File: src/rtl/sldma_pkg.sv
// Shared constants for the DMA request/status controller: register offsets and
// bit positions in the DMA configuration address space.
package sldma_pkg;

    localparam int unsigned OffEn      = 32'h000;
    localparam int unsigned OffMode    = 32'h004;
    localparam int unsigned OffDone    = 32'h008;
    localparam int unsigned OffErr     = 32'h00C;
    localparam int unsigned OffIrqen   = 32'h010;
    localparam int unsigned OffPend    = 32'h014;
    localparam int unsigned OffCntBase = 32'h100;

    localparam int unsigned IrqenErrBit = 31;
    // Counter window 0x100..0x1FC gives a 6-bit word index.
    localparam int unsigned CntIdxW     = 6;
    localparam logic        ModePulse   = 1'b1;

endpackage

File: src/rtl/sldma_req_chan.sv
// One DMA channel: request conditioning (level or captured pulse), pending bit
// and saturating completion counter.
module sldma_req_chan
    import sldma_pkg::*;
#(
    parameter int unsigned CntW = 8
) (
    input  logic            clk_i,
    input  logic            rst_ni,
    input  logic            periph_req_i,
    input  logic            dma_active_i,
    input  logic            dma_done_i,
    input  logic            en_i,
    input  logic            mode_i,
    input  logic            mode_chg_i,
    input  logic            cnt_clr_i,
    output logic            dma_req_o,
    output logic            pend_o,
    output logic [CntW-1:0] cnt_o
);

    logic            req_prev_q;
    logic            pend_q, pend_d;
    logic            dma_req_q, dma_req_d;
    logic [CntW-1:0] cnt_q, cnt_d;
    logic            rise;

    always_comb begin
        rise   = periph_req_i & ~req_prev_q;
        pend_d = pend_q;
        // A new edge beats a concurrent DMA_ACTIVE so no request is lost.
        if (!en_i || (mode_i != ModePulse) || mode_chg_i) begin
            pend_d = 1'b0;
        end else if (rise) begin
            pend_d = 1'b1;
        end else if (dma_active_i) begin
            pend_d = 1'b0;
        end

        dma_req_d = (mode_i == ModePulse) ? pend_d : (periph_req_i & en_i);

        cnt_d = cnt_q;
        if (cnt_clr_i) begin
            cnt_d = CntW'(dma_done_i);
        end else if (dma_done_i && (cnt_q != {CntW{1'b1}})) begin
            cnt_d = cnt_q + CntW'(1);
        end
    end

    always_ff @(posedge clk_i) begin
        if (!rst_ni) begin
            req_prev_q <= 1'b0;
            pend_q     <= 1'b0;
            dma_req_q  <= 1'b0;
            cnt_q      <= '0;
        end else begin
            req_prev_q <= periph_req_i;
            pend_q     <= pend_d;
            dma_req_q  <= dma_req_d;
            cnt_q      <= cnt_d;
        end
    end

    assign dma_req_o = dma_req_q;
    assign pend_o    = pend_q;
    assign cnt_o     = cnt_q;

endmodule

File: src/rtl/sldma_req_ctrl.sv
// N-channel DMA request/status controller: APB register file, sticky done/error
// flags and maskable interrupts around per-channel request conditioning.
module sldma_req_ctrl
    import sldma_pkg::*;
#(
    parameter int unsigned CHANNEL_NUM = 4,
    parameter int unsigned SYS_DATA_W  = 32,
    parameter int unsigned CFG_ADDR_W  = 12,
    parameter int unsigned CNT_W       = 8
) (
    input  logic                   HCLK,
    input  logic                   HRESETn,
    input  logic                   PCLKEN,
    input  logic                   PSEL,
    input  logic                   PEN,
    input  logic                   PWRITE,
    input  logic [CFG_ADDR_W-1:0]  PADDR,
    input  logic [SYS_DATA_W-1:0]  PWDATA,
    output logic [SYS_DATA_W-1:0]  PRDATA,
    input  logic [CHANNEL_NUM-1:0] PERIPH_REQ,
    output logic [CHANNEL_NUM-1:0] DMA_REQ,
    input  logic [CHANNEL_NUM-1:0] DMA_ACTIVE,
    input  logic [CHANNEL_NUM-1:0] DMA_DONE,
    input  logic                   DMA_ERR,
    output logic                   DONE_IRQ,
    output logic                   ERR_IRQ
);

    logic [CHANNEL_NUM-1:0] en_q, en_d;
    logic [CHANNEL_NUM-1:0] mode_q, mode_d, mode_chg;
    logic [CHANNEL_NUM-1:0] done_q, done_d;
    logic [CHANNEL_NUM-1:0] irqen_done_q, irqen_done_d;
    logic                   err_q, err_d;
    logic                   irqen_err_q, irqen_err_d;
    logic                   done_irq_q, done_irq_d;
    logic                   err_irq_q, err_irq_d;

    logic [CHANNEL_NUM-1:0] pend;
    logic [CHANNEL_NUM-1:0] cnt_clr;
    logic [CNT_W-1:0]       cnt [CHANNEL_NUM];

    logic [CFG_ADDR_W-1:0] addr_word;
    logic [CntIdxW-1:0]    cnt_idx;
    logic                  wr;
    logic                  sel_en, sel_mode, sel_done, sel_err, sel_irqen, sel_pend, sel_cnt;
    logic                  unused_bits;

    assign wr        = PSEL & PEN & PWRITE & PCLKEN;
    assign addr_word = {PADDR[CFG_ADDR_W-1:2], 2'b00};
    assign cnt_idx   = addr_word[CntIdxW+1:2];

    assign sel_en    = addr_word == CFG_ADDR_W'(OffEn);
    assign sel_mode  = addr_word == CFG_ADDR_W'(OffMode);
    assign sel_done  = addr_word == CFG_ADDR_W'(OffDone);
    assign sel_err   = addr_word == CFG_ADDR_W'(OffErr);
    assign sel_irqen = addr_word == CFG_ADDR_W'(OffIrqen);
    assign sel_pend  = addr_word == CFG_ADDR_W'(OffPend);
    assign sel_cnt   = addr_word[CFG_ADDR_W-1:8] == (CFG_ADDR_W-8)'(OffCntBase >> 8);

    assign unused_bits = ^{PADDR[1:0], PWDATA};

    always_comb begin
        en_d         = (wr && sel_en) ? PWDATA[CHANNEL_NUM-1:0] : en_q;
        mode_d       = (wr && sel_mode) ? PWDATA[CHANNEL_NUM-1:0] : mode_q;
        mode_chg     = mode_d ^ mode_q;
        irqen_done_d = (wr && sel_irqen) ? PWDATA[CHANNEL_NUM-1:0] : irqen_done_q;
        irqen_err_d  = (wr && sel_irqen) ? PWDATA[IrqenErrBit] : irqen_err_q;

        // Hardware set wins over a concurrent W1C.
        done_d = done_q;
        if (wr && sel_done) begin
            done_d = done_q & ~PWDATA[CHANNEL_NUM-1:0];
        end
        done_d = done_d | DMA_DONE;
        err_d  = (err_q & ~(wr & sel_err & PWDATA[0])) | DMA_ERR;

        done_irq_d = |(done_d & irqen_done_q);
        err_irq_d  = err_d & irqen_err_q;
    end

    always_ff @(posedge HCLK) begin
        if (!HRESETn) begin
            en_q         <= '0;
            mode_q       <= '0;
            done_q       <= '0;
            irqen_done_q <= '0;
            err_q        <= 1'b0;
            irqen_err_q  <= 1'b0;
            done_irq_q   <= 1'b0;
            err_irq_q    <= 1'b0;
        end else begin
            en_q         <= en_d;
            mode_q       <= mode_d;
            done_q       <= done_d;
            irqen_done_q <= irqen_done_d;
            err_q        <= err_d;
            irqen_err_q  <= irqen_err_d;
            done_irq_q   <= done_irq_d;
            err_irq_q    <= err_irq_d;
        end
    end

    for (genvar ch = 0; ch < CHANNEL_NUM; ch++) begin : g_chan
        assign cnt_clr[ch] = wr & sel_cnt & (cnt_idx == CntIdxW'(ch));

        sldma_req_chan #(
            .CntW(CNT_W)
        ) u_chan (
            .clk_i       (HCLK),
            .rst_ni      (HRESETn),
            .periph_req_i(PERIPH_REQ[ch]),
            .dma_active_i(DMA_ACTIVE[ch]),
            .dma_done_i  (DMA_DONE[ch]),
            .en_i        (en_d[ch]),
            .mode_i      (mode_d[ch]),
            .mode_chg_i  (mode_chg[ch]),
            .cnt_clr_i   (cnt_clr[ch]),
            .dma_req_o   (DMA_REQ[ch]),
            .pend_o      (pend[ch]),
            .cnt_o       (cnt[ch])
        );
    end

    always_comb begin
        PRDATA = '0;
        if (PSEL) begin
            if (sel_en) begin
                PRDATA[CHANNEL_NUM-1:0] = en_q;
            end else if (sel_mode) begin
                PRDATA[CHANNEL_NUM-1:0] = mode_q;
            end else if (sel_done) begin
                PRDATA[CHANNEL_NUM-1:0] = done_q;
            end else if (sel_err) begin
                PRDATA[0] = err_q;
            end else if (sel_irqen) begin
                PRDATA[CHANNEL_NUM-1:0] = irqen_done_q;
                PRDATA[IrqenErrBit]     = irqen_err_q;
            end else if (sel_pend) begin
                PRDATA[CHANNEL_NUM-1:0] = pend;
            end else if (sel_cnt) begin
                for (int unsigned ch = 0; ch < CHANNEL_NUM; ch++) begin
                    if (cnt_idx == CntIdxW'(ch)) begin
                        PRDATA[CNT_W-1:0] = cnt[ch];
                    end
                end
            end
        end
    end

    assign DONE_IRQ = done_irq_q;
    assign ERR_IRQ  = err_irq_q;

endmodule

File: config.mk
export PLATFORM = sky130hd
export DESIGN_NAME = sldma_req_ctrl
export DESIGN_NICKNAME = d
export VERILOG_FILES = /design/src/rtl/sldma_pkg.sv /design/src/rtl/sldma_req_chan.sv /design/src/rtl/sldma_req_ctrl.sv
export SDC_FILE = /design/constraint.sdc
export NUM_CORES = 1
export LEC_CHECK = 0
export BUFFER_PORTS_ARGS = -buffer_cell sky130_fd_sc_hd__buf_2
export CORE_MARGIN = 2
export CORE_UTILIZATION = 40
export CTS_BUF_LIST = sky130_fd_sc_hd__clkbuf_8
export DETAILED_ROUTE_END_ITERATION = 8
export PLACE_DENSITY = 0.7
export SLEW_MARGIN = 30
export SYNTH_ARGS = -nofsm -noshare
export SYNTH_HDL_FRONTEND = slang
export SYNTH_SLANG_ARGS = --single-unit
File: constraint.sdc
create_clock -name HCLK -period 2.1 [get_ports HCLK]
set_input_delay 0.105 -clock HCLK [delete_from_list [all_inputs] [get_ports HCLK]]
set_output_delay 0.105 -clock HCLK [all_outputs]
set_load 0.005 [all_outputs]
# After elaboration in Yosys (flattened, before gate mapping)
# Cells that the tools add are included.
[word_totals]
ff_bits = 64
in_bits = 63
output_inout_bits = 38
word_cells = 163
[op_classes]
n_addsub = 4
eq_ne = 13
muxes = 51
bitwise = 36
reduce_logical = 31
[op_table]
columns = ["cell", "count"]
rows = [
  ["2-to-1 mux 4 bit", 13],
  ["2-to-1 mux 8 bit", 6],
  ["adder 8 x 1 -> 8 bit (second input constant)", 4],
  ["!= test 8 bit (second input constant)", 4],
  ["2-to-1 mux 1 bit", 31],
  ["AND 1 bit", 20],
  ["== test 10 x 2 -> 1 bit (second input constant)", 2],
  ["== test 10 x 3 -> 1 bit (second input constant)", 2],
  ["== test 6 x 2 -> 1 bit (second input constant)", 2],
  ["logical NOT 12 bit", 1],
  ["== test 10 x 1 -> 1 bit (second input constant)", 1],
  ["NOT 1 bit", 10],
  ["AND 4 bit", 2],
  ["logical AND 1 bit", 8],
  ["logical OR 1 bit", 8],
  ["nonzero test 2 bit", 4],
  ["OR reduction 2 bit", 4],
  ["2-to-1 mux 7 bit", 1],
  ["== test 6 x 1 -> 1 bit (second input constant)", 1],
  ["logical NOT 6 bit", 1],
  ["== test 4 x 1 -> 1 bit (second input constant)", 1],
  ["logical NOT 1 bit", 4],
  ["NOT 4 bit", 1],
  ["OR 4 bit", 1],
  ["3 further kinds", 3],
]

# Depth between registers and ports, before layout
[depth]
word_depth = 13
depth_mapped = 7
ltp_nobuf = 5

# Cells and area by module
# A second synthesis with hierarchy kept.
[unflattened]
hier_cells = 452
hier_area_um2 = 3942.5
[by_module_without_submodules]
columns = ["module", "instances", "cells_each", "area_per_inst_um2", "seq_area_each_um2"]
rows = [
  ["sldma_req_chan", 4, 66, 565.5, 220.2],
  ["sldma_req_ctrl", 1, 188, 1680.4, 400.4],
]

# Worst setup path after synthesis
# No wires, ideal clock.
[synth_timing]
path_kind = "input to register"
start = "input port PADDR[8]"
end = "register done_irq_q, in the netlist DONE_IRQ"
setup_time_ps = 122
arrival_time_ps = 1548
t_required_ps = 1978
setup_slack_ps = 431
cell_stages = 5
n_path_buf = 1
path_cell_list = "or4_4 > buf_6 > nor4_1 > o22ai_1 > a221o_1"
[synth_via]
elab_chain_len = 6
[synth_lines]
columns = ["item", "line_no", "rtl"]
rows = [
  ["start, declared", "sldma_req_ctrl.sv:17", "input logic [CFG_ADDR_W-1:0] PADDR,"],
  ["== test 10 x 2 -> 1 bit", "sldma_req_ctrl.sv:54", "assign sel_done = addr_word == CFG_ADDR_W'(OffDone);"],
  ["logical AND 1 bit", "sldma_req_ctrl.sv:71", "if (wr && sel_done) begin"],
  ["2-to-1 mux 4 bit", "sldma_req_ctrl.sv:71", ""],
  ["OR 4 bit", "sldma_req_ctrl.sv:74", "done_d = done_d | DMA_DONE;"],
  ["AND 4 bit", "sldma_req_ctrl.sv:77", "done_irq_d = |(done_d & irqen_done_q);"],
  ["OR reduction 4 bit", "sldma_req_ctrl.sv:77", ""],
  ["end signal, assigned", "sldma_req_ctrl.sv:98", "done_irq_q <= done_irq_d;"],
  ["end, declared", "sldma_req_ctrl.sv:35", "logic done_irq_q, done_irq_d;"],
]
# No other way between the ends.
# A chain may end at the register's enable or synchronous reset.

# Worst setup path after layout
[layout_timing]
start = "input port PADDR[8]"
end = "output port PRDATA[1]"
[layout_via]
elab_chain_len = 9
word_cells_on_any_way = 15
classes_between = "eq/ne (6); mux (8); reduce/logical (1)"
[layout_lines]
columns = ["item", "line_no", "rtl"]
rows = [
  ["== test 4 x 1 -> 1 bit", "sldma_req_ctrl.sv:58", "assign sel_cnt = addr_word[CFG_ADDR_W-1:8] == (CFG_ADDR_W-8)'(OffCntBase >> 8);"],
  ["2-to-1 mux 8 bit", "sldma_req_ctrl.sv:140", "end else if (sel_cnt) begin"],
  ["2-to-1 mux 4 bit", "sldma_req_ctrl.sv:138", "end else if (sel_pend) begin"],
  ["2-to-1 mux 4 bit", "sldma_req_ctrl.sv:135", "end else if (sel_irqen) begin"],
  ["2-to-1 mux 7 bit", "sldma_req_ctrl.sv:133", "end else if (sel_err) begin"],
  ["2-to-1 mux 4 bit", "sldma_req_ctrl.sv:131", "end else if (sel_done) begin"],
  ["2-to-1 mux 4 bit", "sldma_req_ctrl.sv:129", "end else if (sel_mode) begin"],
  ["2-to-1 mux 4 bit *", "sldma_req_ctrl.sv:127", "if (sel_en) begin"],
  ["2-to-1 mux 8 bit *", "sldma_req_ctrl.sv:126", "if (PSEL) begin"],
  ["end, declared", "sldma_req_ctrl.sv:19", "output logic [SYS_DATA_W-1:0] PRDATA,"],
]
# Mark *: on every way between the ends. The rest lies on a longest branch, timed or not.

==> flow_summary.ini <==
[run_status]
status = finished, final reports clean

[timing]
finalSetupViolations = 0
hold_viol = 0
finalCritPeriodShare = 0.994
worstMarginPinSlew_ns = 0.546
slew_viol_final = 0
fin_crit_ns = 2.09
relSlewSlack = 0.633
max_freq_mhz = 479
clock_skew_ns = 0.00813

[clock_network]
clk_pin_slew_worst_paths_ns = 0.06
clockBufferDepth = 2
cts_root_buffer = clkbuf_8
cts_tree = built
cts_buffers = 9
clk_latency_ns = 0.35
htree_levels = 3
cts_setup_buffers = 0
cts.sinks = 64

[synth]
synth_edf_count = 0
syn_area_per_cell_sq_um = 8.43
async_flop_share = 0
ys_seq_area_frac = 0.334
synth-seq-cells = 64
synth_top_area_frac = 0.334
synth_area_leaders = dfxtp_1, buf_4, nor2_1, mux2i_1, a21oi_1
netlist_area_sq_um = 3840
synth_ff_type = dfxtp_1
synth_cells = 455
yosys_warnings = 0
synth_cell_type_count = 67
yosys.area.top_type = dfxtp_1

[global_routing]
grt.met2_usage = 0.300
antenna_found_initial = 0
grt_pass1_vias = 3241
grt_start_max_net_pins = 29
busiest_layer = met2
grt_use_met1 = 0.274
met3_usage = 0.0390
grt_usage = 0.196
grt_pass1_wl_microns = 16100
overflow = 0

[route]
drtIter0Drc = 281
wl_per_cell_microns = 15.6
final_antenna_net_count = 0
route.detailed.drc = 0
dr_total_vias = 3621
dr.pass1.iters = 5
vias_per_cell = 5.67
wl_microns = 9950

[die]
core_sq_um = 9280
die_h_microns = 102
start_util = 0.413
die_area_sq_um = 10400
die_w_microns = 102
num_rows = 35
pin_count = 101

[placement]
portBuffers = 48
hpwl_microns = 7340
globalplace.congestion = 0.936
dpl-instance-area_sq_um = 4100

[worst_hold_path]
hp-class = in2reg
hp-start = DMA_ERR
hold_end = err_q
hold_path_depth = 3

[layout]
drive_above_1_share = 0.192
diodes = 0
fin_nets = 572
area_growth_pct = 13.0
finish.instance_area_sq_um = 4340

[worst_setup_path]
crit_type = in2out
reg2reg_depth = 5
cp.required_ns = 2.00
regToRegSetupSlack_ns = 0.41
start_kind = input port
worstReg2RegStart = g_chan[3].u_chan.cnt_o[0]
end_kind = output port
critPathMaxFanout = 21
rr_endpoint = g_chan[3].u_chan.cnt_o[7]
cp_data_arrival_time_ns = 1.98

[power]
leakage_uw = 0.00162
finalPower_uw = 2540
ir_drop_uv = 314
p_per_area_nw_per_um2 = 585

[run]
cap_violations = 0
[metrics by stage]
| stage | utilization | TNS, ns | cells | worst slack (ns) | hold slack, ns |
|---|---|---|---|---|---|
| floorplan | - | 0 | 477 | 0.431 | 0.215 |
| global placement | 0.442 | 0 | 618 | 0.137 | 0.339 |
| detailed placement | 0.442 | 0 | 618 | 0.106 | 0.347 |
| CTS | 0.467 | 0 | 639 | 0.104 | 0.00436 |
| global route | 0.467 | -0.0607 | 639 | -0.0607 | 0.0164 |
| finish | 0.467 | 0 | 639 | 0.0132 | 0.0158 |
[state kept, by name, summed over array words and instances, names as in the netlist]
signal	cells
DONE_IRQ	1
ERR_IRQ	1
done_q	4
en_q	4
err_q	1
g_chan.u_chan.cnt_o	32
g_chan.u_chan.dma_req_o	4
g_chan.u_chan.pend_o	4
g_chan.u_chan.req_prev_q	4
irqen_done_q	4
irqen_err_q	1
mode_q	4
[worst max-delay path by stage]
stage	startpoint	endpoint	slack (ns)	depth (start not counted)
2_1_floorplan	PADDR[8]	DONE_IRQ	0.43	5
3_3_place_gp	PADDR[8]	PRDATA[1]	0.14	6
3_5_place_dp	PADDR[8]	PRDATA[1]	0.11	6
4_1_cts	PADDR[8]	PRDATA[1]	0.10	6
5_1_grt	PADDR[8]	PRDATA[1]	-0.06	6
6_report	PADDR[8]	PRDATA[1]	0.01	6
[report_power, final]
group          internal [uW]  switching [uW]
clock                    529             472
sequential              1240            23.5
combinational            104             168
total                   1870             663
[logic make-up after synthesis]
kind of cell	share of synthesized area
mux	0.0574
other cells	0.000977
fa+ha+maj	0.0130
xor+xnor	0.0205
simple gates	0.228
buf+inv	0.103
flops	0.334
compound gates	0.244
[final cells by class]
cell class | count | area (sq um)
clock buffer | 9 | 124
clock inverter | 7 | 56.3
fill | 931 | 4950
inverter | 21 | 78.8
multi-input combinational | 343 | 2250
sequential | 64 | 1280
tap | 129 | 161
timing repair buffer | 66 | 388
[cell usage in the layout, fill, tap and decap left out, types with 4 or more instances in the layout]
master          n
mux2i_1        13
o22ai_1        10
nor2_1         43
conb_1         23
xor2_1          7
buf_2          48
inv_1          23
nor4_1          4
a311oi_1        4
ha_1            4
o21ai_1         4
clkbuf_8        9
nand4_1        12
and4_1          4
dlygate4sd3_1   5
nand2_1        17
o41ai_1         7
nand3_1        14
a211oi_1        6
dfxtp_1        64
o31ai_1         8
buf_4          13
nor3_1         18
nor2b_1         8
nand2b_1        7
mux2_2          6
o211ai_1        9
o21ai_0        20
a21oi_1        23
o21a_1         10
or3_1          11
[timing repair]
item,CTS,global route
setup endpoints to repair,0,1
endpoints found under the hold margin,5,0
gates resized for setup,0,1
hold buffers,5,0
[worst max-delay path: stages]
cell and delay (ns):
buf_2 0.11, or4_4 0.70, a2111oi_1 0.49, a311oi_1 0.10, nor3_1 0.28, buf_2 0.17
[routing by layer]
| metal | vias up | part of all wire |
|---|---|---|
| met4 | 0 | 0.019 |
| met2 | 145 | 0.45 |
| met1 | 1703 | 0.46 |
| met3 | 16 | 0.074 |
| met5 | - | 0 |
| li1 | 1757 | - |
[cells in the mapped netlist (8+ instances only)]
cell type	number
nand3_1	14
a21oi_1	23
dfxtp_1	64
nand2_1	17
o22ai_1	10
nor3_1	18
mux2i_1	13
nor2_1	43
o21ai_0	20
o31ai_1	8
or3_1	11
buf_4	27
nand4_1	12
inv_1	20
nor2b_1	8
o21a_1	10
clkbuf_1	15
o211ai_1	9
(Power assumes the default switching activity.)
